==> config.mk <==
export PLATFORM = sky130hd
export DESIGN_NAME = count_decoder_flat
export DESIGN_NICKNAME = d
export VERILOG_FILES = /design/src/rtl/count_decoder_if.sv /design/src/rtl/count_decoder.sv /design/src/flat_wrapper.sv
export SDC_FILE = /design/constraint.sdc
export NUM_CORES = 1
export LEC_CHECK = 0
export BUFFER_PORTS_ARGS = -buffer_cell sky130_fd_sc_hd__buf_2
export CAP_MARGIN = 20
export CORE_AREA = 4 4 64 66
export CTS_BUF_LIST = sky130_fd_sc_hd__clkbuf_16
export CTS_CLUSTER_DIAMETER = 50
export DETAILED_ROUTE_END_ITERATION = 6
export DIE_AREA = 0 0 68 70
export GPL_ROUTABILITY_DRIVEN = 0
export PLACE_DENSITY_LB_ADDON = 0.15
export SLEW_MARGIN = 20
export SYNTH_ARGS = -nofsm -noshare
export SYNTH_HDL_FRONTEND = slang
export SYNTH_SLANG_ARGS = --single-unit
==> constraint.sdc <==
create_clock -name clk -period 4.7 [get_ports clk]
set_clock_uncertainty 0.1 [all_clocks]
set_input_delay 0.235 -clock clk [delete_from_list [all_inputs] [get_ports clk]]
set_output_delay 0.235 -clock clk [all_outputs]
set_load 0.02 [all_outputs]
==> src/rtl/count_decoder_if.sv <==
// rtl/count_decoder_if.sv - event stream bundle between count_decoder and its consumer
interface count_decoder_if #(
  parameter int WIDTH = 1
);
  logic             ev_valid;
  logic             ev_ready;
  logic [1:0]       ev_type;
  logic [WIDTH-1:0] ev_count;

  modport master (
    output ev_valid,
    output ev_type,
    output ev_count,
    input  ev_ready
  );

  modport slave (
    input  ev_valid,
    input  ev_type,
    input  ev_count,
    output ev_ready
  );
endinterface

==> src/rtl/count_decoder.sv <==
// rtl/count_decoder.sv - recovers up/down direction from an observed counter and queues step events
module count_decoder #(
  parameter int WIDTH      = 1,
  parameter int FIFO_DEPTH = 4,
  parameter int CNT_W      = 8
) (
  input  logic               clk,
  input  logic               rst,
  input  logic [WIDTH-1:0]   count,
  input  logic               loop,
  output logic               dir,
  output logic               dir_valid,
  output logic [CNT_W-1:0]   wrap_cnt,
  output logic [CNT_W-1:0]   err_cnt,
  output logic               loop_mismatch,
  output logic               ev_overflow,
  count_decoder_if.master    ev
);

  localparam logic [1:0] ST_SYNC  = 2'd0;
  localparam logic [1:0] ST_ACQ   = 2'd1;
  localparam logic [1:0] ST_TRACK = 2'd2;

  localparam logic [1:0] EV_WRAP_UP   = 2'd0;
  localparam logic [1:0] EV_WRAP_DOWN = 2'd1;
  localparam logic [1:0] EV_DIR_CHG   = 2'd2;
  localparam logic [1:0] EV_STEP_ERR  = 2'd3;

  localparam int PTR_W = $clog2(FIFO_DEPTH);

  logic [1:0]       state_q, state_d;
  logic [WIDTH-1:0] prev_q, prev_d;
  logic             dir_q, dir_d;
  logic             dir_valid_q, dir_valid_d;
  logic [CNT_W-1:0] wrap_cnt_q, wrap_cnt_d;
  logic [CNT_W-1:0] err_cnt_q, err_cnt_d;
  logic             mismatch_q, mismatch_d;
  logic             overflow_q, overflow_d;

  logic [1:0]       mem_type_q  [FIFO_DEPTH];
  logic [1:0]       mem_type_d  [FIFO_DEPTH];
  logic [WIDTH-1:0] mem_count_q [FIFO_DEPTH];
  logic [WIDTH-1:0] mem_count_d [FIFO_DEPTH];
  logic [PTR_W:0]   wr_ptr_q, wr_ptr_d;
  logic [PTR_W:0]   rd_ptr_q, rd_ptr_d;

  logic [WIDTH-1:0] delta;
  logic             step_up;
  logic             step_dn;
  logic             legal;
  logic             active;
  logic             wrap;
  logic             push;
  logic [1:0]       push_type;
  logic             fifo_empty;
  logic             fifo_full;
  logic             pop;

  // Up is tested first so that WIDTH=1 (where +1 == -1) always decodes as up.
  assign delta   = count - prev_q;
  assign step_up = (delta == WIDTH'(1));
  assign step_dn = !step_up && (delta == '1);
  assign legal   = step_up || step_dn;
  assign active  = (state_q == ST_ACQ) || (state_q == ST_TRACK);
  assign wrap    = (step_up && (prev_q == '1)) || (step_dn && (prev_q == '0));

  assign fifo_empty = (wr_ptr_q == rd_ptr_q);
  assign fifo_full  = (wr_ptr_q[PTR_W] != rd_ptr_q[PTR_W]) &&
                      (wr_ptr_q[PTR_W-1:0] == rd_ptr_q[PTR_W-1:0]);
  assign pop        = ev.ev_ready && !fifo_empty;

  always_comb begin
    state_d     = state_q;
    prev_d      = count;
    dir_d       = dir_q;
    dir_valid_d = dir_valid_q;
    wrap_cnt_d  = wrap_cnt_q;
    err_cnt_d   = err_cnt_q;
    mismatch_d  = mismatch_q;
    push        = 1'b0;
    push_type   = EV_STEP_ERR;

    case (state_q)
      ST_SYNC: state_d = ST_ACQ;
      ST_ACQ: begin
        if (legal) begin
          state_d     = ST_TRACK;
          dir_d       = step_up;
          dir_valid_d = 1'b1;
        end
      end
      ST_TRACK: begin
        if (legal) begin
          dir_d = step_up;
        end else begin
          state_d     = ST_ACQ;
          dir_valid_d = 1'b0;
        end
      end
      default: state_d = ST_SYNC;
    endcase

    if (active && !legal) begin
      push = 1'b1;
      push_type = EV_STEP_ERR;
      if (err_cnt_q != '1) err_cnt_d = err_cnt_q + CNT_W'(1);
    end

    // A wrap that also reverses direction reports only the wrap.
    if (active && legal) begin
      if (wrap) begin
        push = 1'b1;
        push_type = step_up ? EV_WRAP_UP : EV_WRAP_DOWN;
        if (wrap_cnt_q != '1) wrap_cnt_d = wrap_cnt_q + CNT_W'(1);
      end else if ((state_q == ST_TRACK) && (step_up != dir_q)) begin
        push = 1'b1;
        push_type = EV_DIR_CHG;
      end
      if (loop != wrap) mismatch_d = 1'b1;
    end
  end

  always_comb begin
    mem_type_d  = mem_type_q;
    mem_count_d = mem_count_q;
    wr_ptr_d    = wr_ptr_q;
    rd_ptr_d    = rd_ptr_q;
    overflow_d  = overflow_q;

    // When full, a same-cycle pop frees the slot the push needs.
    if (push) begin
      if (!fifo_full || pop) begin
        mem_type_d[wr_ptr_q[PTR_W-1:0]]  = push_type;
        mem_count_d[wr_ptr_q[PTR_W-1:0]] = count;
        wr_ptr_d = wr_ptr_q + (PTR_W+1)'(1);
      end else begin
        overflow_d = 1'b1;
      end
    end
    if (pop) rd_ptr_d = rd_ptr_q + (PTR_W+1)'(1);
  end

  always_ff @(posedge clk) begin
    if (rst) begin
      state_q     <= ST_SYNC;
      prev_q      <= '0;
      dir_q       <= 1'b0;
      dir_valid_q <= 1'b0;
      wrap_cnt_q  <= '0;
      err_cnt_q   <= '0;
      mismatch_q  <= 1'b0;
      overflow_q  <= 1'b0;
      wr_ptr_q    <= '0;
      rd_ptr_q    <= '0;
      for (int i = 0; i < FIFO_DEPTH; i++) begin
        mem_type_q[i]  <= '0;
        mem_count_q[i] <= '0;
      end
    end else begin
      state_q     <= state_d;
      prev_q      <= prev_d;
      dir_q       <= dir_d;
      dir_valid_q <= dir_valid_d;
      wrap_cnt_q  <= wrap_cnt_d;
      err_cnt_q   <= err_cnt_d;
      mismatch_q  <= mismatch_d;
      overflow_q  <= overflow_d;
      wr_ptr_q    <= wr_ptr_d;
      rd_ptr_q    <= rd_ptr_d;
      mem_type_q  <= mem_type_d;
      mem_count_q <= mem_count_d;
    end
  end

  assign dir           = dir_q;
  assign dir_valid     = dir_valid_q;
  assign wrap_cnt      = wrap_cnt_q;
  assign err_cnt       = err_cnt_q;
  assign loop_mismatch = mismatch_q;
  assign ev_overflow   = overflow_q;

  assign ev.ev_valid = !fifo_empty;
  assign ev.ev_type  = fifo_empty ? 2'd0 : mem_type_q[rd_ptr_q[PTR_W-1:0]];
  assign ev.ev_count = fifo_empty ? '0 : mem_count_q[rd_ptr_q[PTR_W-1:0]];

endmodule

==> src/flat_wrapper.sv <==
// flat-port wrapper written by rule: the top's interface ports become plain ports
module count_decoder_flat 
#(
  parameter int WIDTH      = 1,
  parameter int FIFO_DEPTH = 4,
  parameter int CNT_W      = 8
)
  (clk, rst, count, loop, dir, dir_valid, wrap_cnt, err_cnt, loop_mismatch, ev_overflow, ev_ev_valid, ev_ev_type, ev_ev_count, ev_ev_ready);
  count_decoder_if #(.WIDTH(WIDTH)) ev_i ();
  input  logic clk;
  input  logic rst;
  input  logic [WIDTH-1:0] count;
  input  logic loop;
  output logic dir;
  output logic dir_valid;
  output logic [CNT_W-1:0] wrap_cnt;
  output logic [CNT_W-1:0] err_cnt;
  output logic loop_mismatch;
  output logic ev_overflow;
  output wire logic [$bits(ev_i.ev_valid)-1:0] ev_ev_valid;
  output wire logic [$bits(ev_i.ev_type)-1:0] ev_ev_type;
  output wire logic [$bits(ev_i.ev_count)-1:0] ev_ev_count;
  input wire logic [$bits(ev_i.ev_ready)-1:0] ev_ev_ready;
  assign ev_ev_valid = ev_i.ev_valid;
  assign ev_ev_type = ev_i.ev_type;
  assign ev_ev_count = ev_i.ev_count;
  assign ev_i.ev_ready = ev_ev_ready;
  count_decoder #(.WIDTH(WIDTH), .FIFO_DEPTH(FIFO_DEPTH), .CNT_W(CNT_W)) u_core (.clk(clk), .rst(rst), .count(count), .loop(loop), .dir(dir), .dir_valid(dir_valid), .wrap_cnt(wrap_cnt), .err_cnt(err_cnt), .loop_mismatch(loop_mismatch), .ev_overflow(ev_overflow), .ev(ev_i));
endmodule
; Word level (Yosys, flattened, before mapping)
; Index checks and enable logic that the tools add are counted.
[word_totals]
out_inout_bits = 24
reg_bits = 41
word_cells = 91
inputBits = 5
[op_classes]
mux = 28
n_eq_ne = 11
addsub = 5
magnitude_cmp = 3
n_reduce_logical = 23
bitwise_logic = 3
[op_table]
columns = op, count
row1 = "8-bit by 1-bit adder with 8-bit output, second input constant", 2
row2 = 2-bit two-way mux, 8
row3 = "8-bit inequality test, second input constant", 2
row4 = 1-bit two-way mux, 12
row5 = 2-bit AND reduction, 6
row6 = 8-bit bitwise mux, 1
row7 = 1-bit logical AND, 7
row8 = "3-bit by 1-bit adder with 3-bit output, second input constant", 2
row9 = "3-bit >= comparator, second input constant", 2
row10 = 2-bit NOT with 3-bit output, 2
row11 = 2-bit one-hot mux with 3 select lines, 1
row12 = 3-bit AND reduction, 2
row13 = 2-bit binary-select mux with 2-bit select, 1
row14 = 4-bit bitwise mux, 1
row15 = 2-bit demux with 2-bit select, 1
row16 = 3-bit == test, 1
row17 = 1-bit logical NOT, 3
row18 = "3-bit by 1-bit less-than comparator with 1-bit output, second input constant", 1
row19 = 1-bit inequality test, 3
row20 = 1-bit binary-select mux with 2-bit select, 1
row21 = 1-bit demux with 2-bit select, 1
row22 = "2-bit by 1-bit == test with 1-bit output, second input constant", 1
row23 = 2-bit == test, 1
row24 = "2-bit == test, second input constant", 1
row25 = 9 further kinds, 10

; Logic depth before layout (Yosys ltp)
; Gate-level depths: netlist of run 1.
[depth]
word_depth = 8
depth_mapped = 8
depth_no_buf = 6

; Worst setup path after synthesis of run 1
; OpenSTA, ideal clock, no wires.
[synth_path]
kind = reg-to-reg
from = register u_core.state_q[1]
to = register u_core.wrap_cnt_q[7], in the netlist u_core.wrap_cnt[7]
t_required_ns = 4.529
path_buffers = 2
slack_ns = 2.665
path_stages_with_launch = 9
t_arrival_ns = 1.864
cell_sequence = dfxtp_1 > inv_1 > ha_1 > clkbuf_1 > and3b_1 > clkbuf_1 > o211ai_1 > or3_1 > a21oi_1
[synth_via]
elab_chain_cells = 4
elab_cells_between_ends = 5
cone_classes = eq/ne (2) / reduce/logical (3)
[synth_rtl]
columns = element, line
row1 = from (decl), count_decoder.sv:31  ; logic [1:0] state_q, state_d;
row2 = from (signal assigned), count_decoder.sv:160  ; state_q <= state_d;
row3 = 2-bit by 1-bit == test with 1-bit output or 2-bit == test (tied branches), count_decoder.sv:64  ; assign active = (state_q == ST_ACQ) || (state_q == ST_TRACK);
row4 = 1-bit logical OR (*), count_decoder.sv:64
row5 = 1-bit logical AND (*), count_decoder.sv:110  ; if (active && legal) begin
row6 = 3-bit AND reduction (no source line) (*), -
row7 = to (signal assigned), count_decoder.sv:164  ; wrap_cnt_q <= wrap_cnt_d;
row8 = to (decl), count_decoder.sv:35  ; logic [CNT_W-1:0] wrap_cnt_q, wrap_cnt_d;
; Mark *: on every way between the ends. The rest lies on a longest branch, timed or not.
; A chain may end at the register's enable or synchronous reset.

; Worst setup path in the final report of run 1
[layout_path]
from = register u_core.state_q[0]
to = register u_core.wr_ptr_q[0]
[layout_via]
elab_chain_cells = 8
elab_cells_between_ends = 11
cone_classes = eq/ne (2) / mux (4) / reduce/logical (5)
[layout_rtl]
columns = element, line
row1 = 2-bit by 1-bit == test with 1-bit output or 2-bit == test (tied branches), "count_decoder.sv:64, count_decoder.sv:115"
row2 = 1-bit logical OR, count_decoder.sv:64
row3 = 1-bit logical AND, count_decoder.sv:103  ; if (active && !legal) begin
row4 = 1-bit two-way mux, count_decoder.sv:103
row5 = 1-bit two-way mux, count_decoder.sv:115  ; end else if ((state_q == ST_TRACK) && (step_up != dir_q)) begin
row6 = 1-bit two-way mux, count_decoder.sv:111  ; if (wrap) begin
row7 = 1-bit two-way mux (*), count_decoder.sv:110
row8 = 2-bit AND reduction (no source line) (*), -
row9 = to (signal assigned), count_decoder.sv:168  ; wr_ptr_q <= wr_ptr_d;
row10 = to (decl), count_decoder.sv:44  ; logic [PTR_W:0] wr_ptr_q, wr_ptr_d;
; Marked as above.

==> results of run 1 <==
-- cells in the final DEF (no fill, tap or decap), drive strengths merged --
cell type  netlist  layout
nand3            5       5
dfxtp           41      41
or3              4       4
o311ai           1       1
clkinv           0       1
nor2            28      28
o2111ai          2       2
nor2b            7       7
clkbuf           5       5
buf              4      28
o211ai           5       5
bufinv           0       1
nor4             1       1
mux2i           17      17
and4             2       2
a21oi            8       8
o21bai           1       1
a31oi            1       1
nor4b            1       1
nand4            2       2
o21ai            7       7
and3b            1       1
ha              13      13
mux4             3       3
inv              8       9
or4              1       1
nor3             2       2
nand2b          16      16
xor2            15      15
nor3b            4       4
or2              1       1
mux2             2       2
o31ai            3       3
a311oi           1       1
and2             1       1
nand2            1       1
and3             2       2
-- state kept, by name, indices dropped and copies added (netlist names) --
signal	count
u_core.mem_type_q	8
u_core.state_q	2
u_core.rd_ptr_q	3
u_core.wr_ptr_q	3
u_core.wrap_cnt	8
u_core.loop_mismatch	1
u_core.mem_count_q	4
u_core.ev_overflow	1
u_core.prev_q	1
u_core.err_cnt	8
u_core.dir	1
u_core.dir_valid	1
-- per-stage QoR --
step	setup WS (ns)	cell area [sq um]	hold WS, ns	util
floorplan	2.67	2090	0.307	-
global placement	2.50	2260	0.360	0.630
detailed placement	2.46	2260	0.361	0.630
CTS	2.49	2420	0.184	0.676
global route	2.34	2420	0.220	0.676
finish	2.46	2420	0.187	0.676
-- path summary, 6_finish.rpt --
path                   startpoint                   end  slack, ns  depth (start not counted)
max             u_core.state_q[0]    u_core.wr_ptr_q[0]       2.46                          6
min                         count         u_core.prev_q       0.19                          3
max reg2reg     u_core.state_q[0]    u_core.wr_ptr_q[0]       2.46                          6
min reg2reg  u_core.loop_mismatch  u_core.loop_mismatch       0.37                          2
-- cell families after synthesis --
| logic type | after synthesis |
|---|---|
| xor gates and xnor gates | 15 |
| buffers and inverters | 17 |
| AOI/OAI and AO/OA | 29 |
| adders and majority gates | 13 |
| and+or+nand+nor | 79 |
| muxes | 22 |
| DFF | 41 |
-- synthesized netlist by cell type, types with 4 or more instances --
cell,count
dfxtp_1,41
nor2_1,28
mux2i_1,17
nand2b_1,16
xor2_1,15
ha_1,13
a21oi_1,8
inv_1,8
nor2b_1,7
o21ai_0,7
clkbuf_1,5
nand3_1,5
o211ai_1,5
or3_1,4
-- layer usage --
metal  GRT usage  up-vias  part of all wire
li1            -      808                 -
met1       0.243      721              0.49
met2       0.285       30              0.46
met3      0.0482        5             0.038
met4      0.0662        0             0.013
met5           0        -                 0
-- where the power goes --
group	total, mW	switching (mW)	leakage, nW	internal, mW
clock network	0.378	0.132	0.0826	0.247
registers	0.404	0.0288	0.332	0.375
logic	0.201	0.117	0.637	0.0842
total	0.983	0.277	1.05	0.706
-- cell type report --
type | count | area share
Multi-Input combinational cell | 158 | 0.498
Sequential cell | 41 | 0.339
Timing Repair Buffer | 28 | 0.0579
Clock buffer | 5 | 0.0517
Tap cell | 48 | 0.0248
Clock inverter | 3 | 0.0155
Inverter | 8 | 0.0124
-- worst max-delay path: cells and delay by family, from the launching register on --
| kind | cells | cell delay, ns |
|---|---|---|
| AOI/OAI and AO/OA | 1 | 0.73 |
| adders and majority gates | 1 | 0.21 |
| muxes | 1 | 0.32 |
| and+or+nand+nor | 2 | 0.31 |
| buffers and inverters | 1 | 0.09 |
| DFF | 1 | 0.37 |
==> metrics.cfg, run 1 <==
[placed_design]
dp_cells=283
dp_hpwl_microns=2640
port_buffers=28

[sta]
tns_ns=0
fin_crit_ns=2.24
rsz0062_at_grt=no
min_period_over_period=0.476
worst_slew_pin_slew_ns=0.900
max_slew_margin=0.395
fmax_ghz=0.447
setup_viol=0
final_hold_viol_count=0
slew_violations=0

[detailed_routing]
num_vias=1564
drc=0
antenna_left=0
dr.pass1.iters=4
postRouteWirelength_microns=3910
initialDrtViolationCount=68
viasPerCell=5.37
wire_per_inst_microns=13.4

[power_and_ir_drop]
p_per_area_mw_per_mm2=407
vdd_drop_max_uv=326
p_leak_nw=1.05
p_total_mw=0.983

[clock_tree]
post_cts_buffers=0
hold_buffers=0
clock_tree.root_cell=clkbuf_16
clock_sinks=41
htree_levels=2
clock_latency_ns=0.28
cts_buffers=5
clock_path_buffers=2
cts_resized=0
cts_tree=yes
clk_pin_slew_ns=0.06

[setup_path]
max_stage_delay_ns=0.73
path_cells=inv_1 > ha_1 > nor2b_1 > o31ai_1 > nor2_1 > mux2_2
worstSetupPathType=flip-flop to flip-flop
end_kind=flip-flop
slowest_stage=o31ai_1
cp.arrival_ns=2.31
cp-start-kind=flip-flop
critPathMaxFanout=5
required_ns=4.77

[die]
die-area_sq_mm=0.00476
start_util=0.585
die_h_microns=70
rows=22
core_sq_mm=0.00358
pin_count=29
die_x_microns=68

[synth]
synth_compound_area_frac=0.0878
synth_cells=216
synth_adder_area_share=0.0777
avgSynthCellArea_sq_um=9.70
synth_seq_cells=41
synth_cell_type_count=38
synth_top_family_by_area=simple AND/OR/NAND/NOR gates
yosys_warnings=0
synthSimpleGateAreaFrac=0.217
syn_nets=234
synthTopCellsByArea=dfxtp_1 39%, mux2i_1 8.1%, ha_1 7.8%, xor2_1 6.3%, nor2_1 5.0%
yosysSeqAreaShare=0.392
synth_mux_area_frac=0.130
ys_async_sr_fraction=0
syn_area_sq_mm=0.00209
ys.flop_type=dfxtp_1
synth_top_area_share=0.392
synth_xor_xnor_area_share=0.0627
post-synth-top-area-cell=dfxtp_1
synth_edf_count=0

[status]
status=completed

[global_route]
grt_pass1_wl_microns=6780
globalRouteOverflowTotal=0
globalRouteTotalUtil=0.184
grt_antenna_before_repair=0
grt_pass1_vias=1484
grt_max_degree=47

[run]
drv_cap=0

[final_layout]
drive_above_1_share=0.160
fin_nets=260
nFillCells=314
multi_input_area_sq_mm=0.00120
antenna_cells=0
final_cells=291
synthToLayoutAreaGrowth_pct=15.5
register_area_sq_um=821

[worst_hold_path]
min_path_type=input port to flip-flop

Power figures use the tool's default switching activity.
==> run 2, diff against run 1 <==
--- a/config.mk
+++ b/config.mk
@@ -5,13 +5,14 @@
 export SDC_FILE = /design/constraint.sdc
 export NUM_CORES = 1
 export LEC_CHECK = 0
+export ABC_AREA = 1
 export BUFFER_PORTS_ARGS = -buffer_cell sky130_fd_sc_hd__buf_2
 export CAP_MARGIN = 20
-export CORE_AREA = 4 4 64 66
+export CORE_AREA = 4 4 72 74
 export CTS_BUF_LIST = sky130_fd_sc_hd__clkbuf_16
 export CTS_CLUSTER_DIAMETER = 50
 export DETAILED_ROUTE_END_ITERATION = 6
-export DIE_AREA = 0 0 68 70
+export DIE_AREA = 0 0 76 78
 export GPL_ROUTABILITY_DRIVEN = 0
 export PLACE_DENSITY_LB_ADDON = 0.15
 export SLEW_MARGIN = 20
==> constraint.sdc (replaced) <==
create_clock -name clk -period 1.8 [get_ports clk]
set_clock_uncertainty 0.1 [all_clocks]
set_input_delay 0.09 -clock clk [delete_from_list [all_inputs] [get_ports clk]]
set_output_delay 0.09 -clock clk [all_outputs]
set_load 0.02 [all_outputs]
==> run 2 against run 1 <==
Net effect: sequential share of layout area down 4.7 points; critical path type unchanged; largest cell class unchanged; critical endpoint unchanged; die area grew 25%; sequential power increased to 2.6 times the previous value; count of clock-buffer cells in the layout did not move.
==> metrics.cfg, run 2 <==
[status]
status=completed

[final_layout]
fin_nets=408  ; +57%
synthToLayoutAreaGrowth_pct=21.8
final_common_cell=nand2_1
final_cell_mix=88 x nand2_1, 55 x inv_1, 39 x dfxtp_1
drive_above_1_share=0.220  ; +0.0595
fin_util=0.612  ; -0.0639
antenna_cells=0  ; unchanged
final_cells=445  ; +53%

[sta]
min_period_over_period=0.957  ; +0.481
hold_slack_ns=0.0159  ; -0.171 ns
fmax_ghz=0.581  ; +30%
setup_viol=0  ; unchanged
tns_ns=0  ; unchanged
slew_violations=0  ; unchanged
rsz0062_at_grt=no
worst_slew_pin_slew_ns=0.337  ; -0.563 ns
max_slew_margin=0.774  ; +0.379
final_hold_viol_count=0  ; unchanged
fin_crit_ns=1.72  ; -0.515 ns

[clock_tree]
clk_pin_slew_ns=0.06  ; about the same
clock_tree.root_cell=clkbuf_16
hold_buffers=0  ; unchanged
cts_buffers=5  ; unchanged
htree_levels=2  ; unchanged
clock_path_buffers=2  ; unchanged
clock_sinks=41  ; unchanged
clock_latency_ns=0.28  ; about the same
cts_tree=yes

[synth]
post-synth-top-area-cell=dfxtp_1
synth_cell_type_count=29  ; -24%
synth_top_area_share=0.355  ; -0.0367
yosys_warnings=0  ; unchanged
synth_seq_cells=41  ; unchanged
yosysMostFrequentCell=nand2_1
synth_edf_count=0  ; unchanged
syn_nets=361  ; +54%
avgSynthCellArea_sq_um=6.74  ; -31%
syn_area_sq_mm=0.00231  ; +10%
synth_cells=343  ; +59%
ys_async_sr_fraction=0  ; unchanged
ys.flop_type=dfxtp_1
yosysSeqAreaShare=0.355  ; -0.0367
synthTopCellsByArea=dfxtp_1 36%, nand2_1 15%, inv_1 8.9%, ha_1 7.0%, nand3_1 5.8%
ys_top_cells_by_count=91 x nand2_1, 55 x inv_1, 41 x dfxtp_1

[detailed_routing]
viasPerCell=4.84  ; -9.9%
drc=0  ; unchanged
num_vias=2155  ; +38%
postRouteWirelength_microns=5010  ; +28%
wire_per_inst_microns=11.3  ; -16%
initialDrtViolationCount=151  ; +120%
antenna_left=0  ; unchanged
dr.pass1.iters=4  ; unchanged

[run]
drv_cap=0  ; unchanged

[global_route]
grt_pass1_vias=1931  ; +30%
globalRouteTotalUtil=0.172  ; -0.0121
grt_max_degree=20  ; -57%
grt_pass1_wl_microns=8460  ; +25%
grt_antenna_before_repair=0  ; unchanged
globalRouteOverflowTotal=0  ; unchanged

[setup_path]
cp.arrival_ns=1.83  ; -0.48 ns
required_ns=1.91  ; -2.86 ns
cp-start-kind=flip-flop
reg2reg_from=u_core.state_q[0]
reg2reg_depth=9  ; +3
worstSetupPathType=flip-flop to flip-flop
path_cells=inv_2 > ha_1 > inv_1 > o211ai_1 > nand2_2 > nor2_2 > buf_4 > o21ai_1 > nor2_1
r2r_end=u_core.wr_ptr_q[0]
cp_num_cells=9  ; +3
end_kind=flip-flop
r2r_slack_ns=0.08  ; -2.38 ns
slowest_stage=dfxtp_1
cp-startpoint=u_core.state_q[0]
cp_top_family=simple AND/OR/NAND/NOR gates
critPathMaxFanout=7  ; +2
max_stage_delay_ns=0.32  ; -0.41 ns
setup.worst_path.end=u_core.wr_ptr_q[0]
path_buf_inv=3  ; +2

[power_and_ir_drop]
vdd_drop_max_uv=415  ; +27%
p_per_area_mw_per_mm2=988  ; +140%
p_leak_nw=1.37  ; +31%
p_total_mw=2.78  ; +180%

[die]
die-area_sq_mm=0.00593  ; +25%
core_sq_mm=0.00460  ; +28%
die_h_microns=78  ; +11%
rows=25  ; +14%
die_x_microns=76  ; +12%
pin_count=29  ; unchanged
start_util=0.503  ; -0.0827

[placed_design]
dp_cells=433  ; +53%
port_buffers=28  ; unchanged
dp_hpwl_microns=3580  ; +36%

[worst_hold_path]
min_path_type=input port to flip-flop

## run 2: worst register-to-register path, stage by stage (launching register included)
cell and delay (ns):
dfxtp_1 0.32, inv_2 0.10, ha_1 0.17, inv_1 0.06
o211ai_1 0.21, nand2_2 0.13, nor2_2 0.27, buf_4 0.17
o21ai_1 0.05, nor2_1 0.08
## run 2: routing by layer
metal / track usage / vias to the layer above / part of all wire
li1: - / 1161 / -
met1: 0.222 / 959 / 0.50
met2: 0.272 / 29 / 0.45
met3: 0.0452 / 6 / 0.036
met4: 0.0676 / 0 / 0.015
met5: 0 / - / 0
## run 2: stage by stage
stage / setup slack [ns] / cell area, sq um
2_1_floorplan: 0.136 / 2310
3_3_place_gp: 0.0684 / 2600
3_5_place_dp: 0.0778 / 2600
4_1_cts: 0.0657 / 2730
5_1_grt: 0.000725 / 2810
6_report: 0.0779 / 2810
## run 2: worst min-delay path by stage
stage | slack [ns] | from | cells after the start | endpoint
floorplan | 0.05 | rst | 1 | u_core.wr_ptr_q[2]
global placement | 0.31 | ev_ev_ready | 3 | u_core.rd_ptr_q[0]
detailed placement | 0.31 | ev_ev_ready | 3 | u_core.rd_ptr_q[0]
CTS | 0.02 | ev_ev_ready | 3 | u_core.rd_ptr_q[0]
global route | 0.03 | ev_ev_ready | 3 | u_core.rd_ptr_q[1]
finish | 0.02 | ev_ev_ready | 3 | u_core.rd_ptr_q[1]
## run 2: logic make-up (layout without fill, tap and decap cells)
group	after synthesis	count (layout)	synth area share
compound gates	46	46	0.104
xor+xnor	7	7	0.0265
fa+ha+maj	13	13	0.0704
buf+inv	65	112	0.111
flops	41	41	0.355
simple gates	171	172	0.332
## run 2: layout make-up
| class | instances | area, sq um |
|---|---|---|
| Sequential cell | 41 | 823 |
| Inverter | 60 | 228 |
| Fill cell | 440 | 1780 |
| Clock inverter | 3 | 11.3 |
| Timing Repair inverter | 1 | 7.51 |
| Clock buffer | 5 | 125 |
| Tap cell | 54 | 67.6 |
| Multi-Input combinational cell | 238 | 1290 |
| Timing Repair Buffer | 43 | 265 |
## run 2: repair_timing
item | 4_1_cts | 5_1_grt
setup endpoints to repair | 0 | 29
gates resized for setup | 0 | 16
setup buffers | 0 | 2
## run 2: power by group
group | total, mW | leakage (nW) | switching, mW | internal, mW
Sequential | 1.06 | 0.334 | 0.0716 | 0.988
Combinational | 0.886 | 0.963 | 0.561 | 0.325
Clock | 0.836 | 0.0776 | 0.338 | 0.498
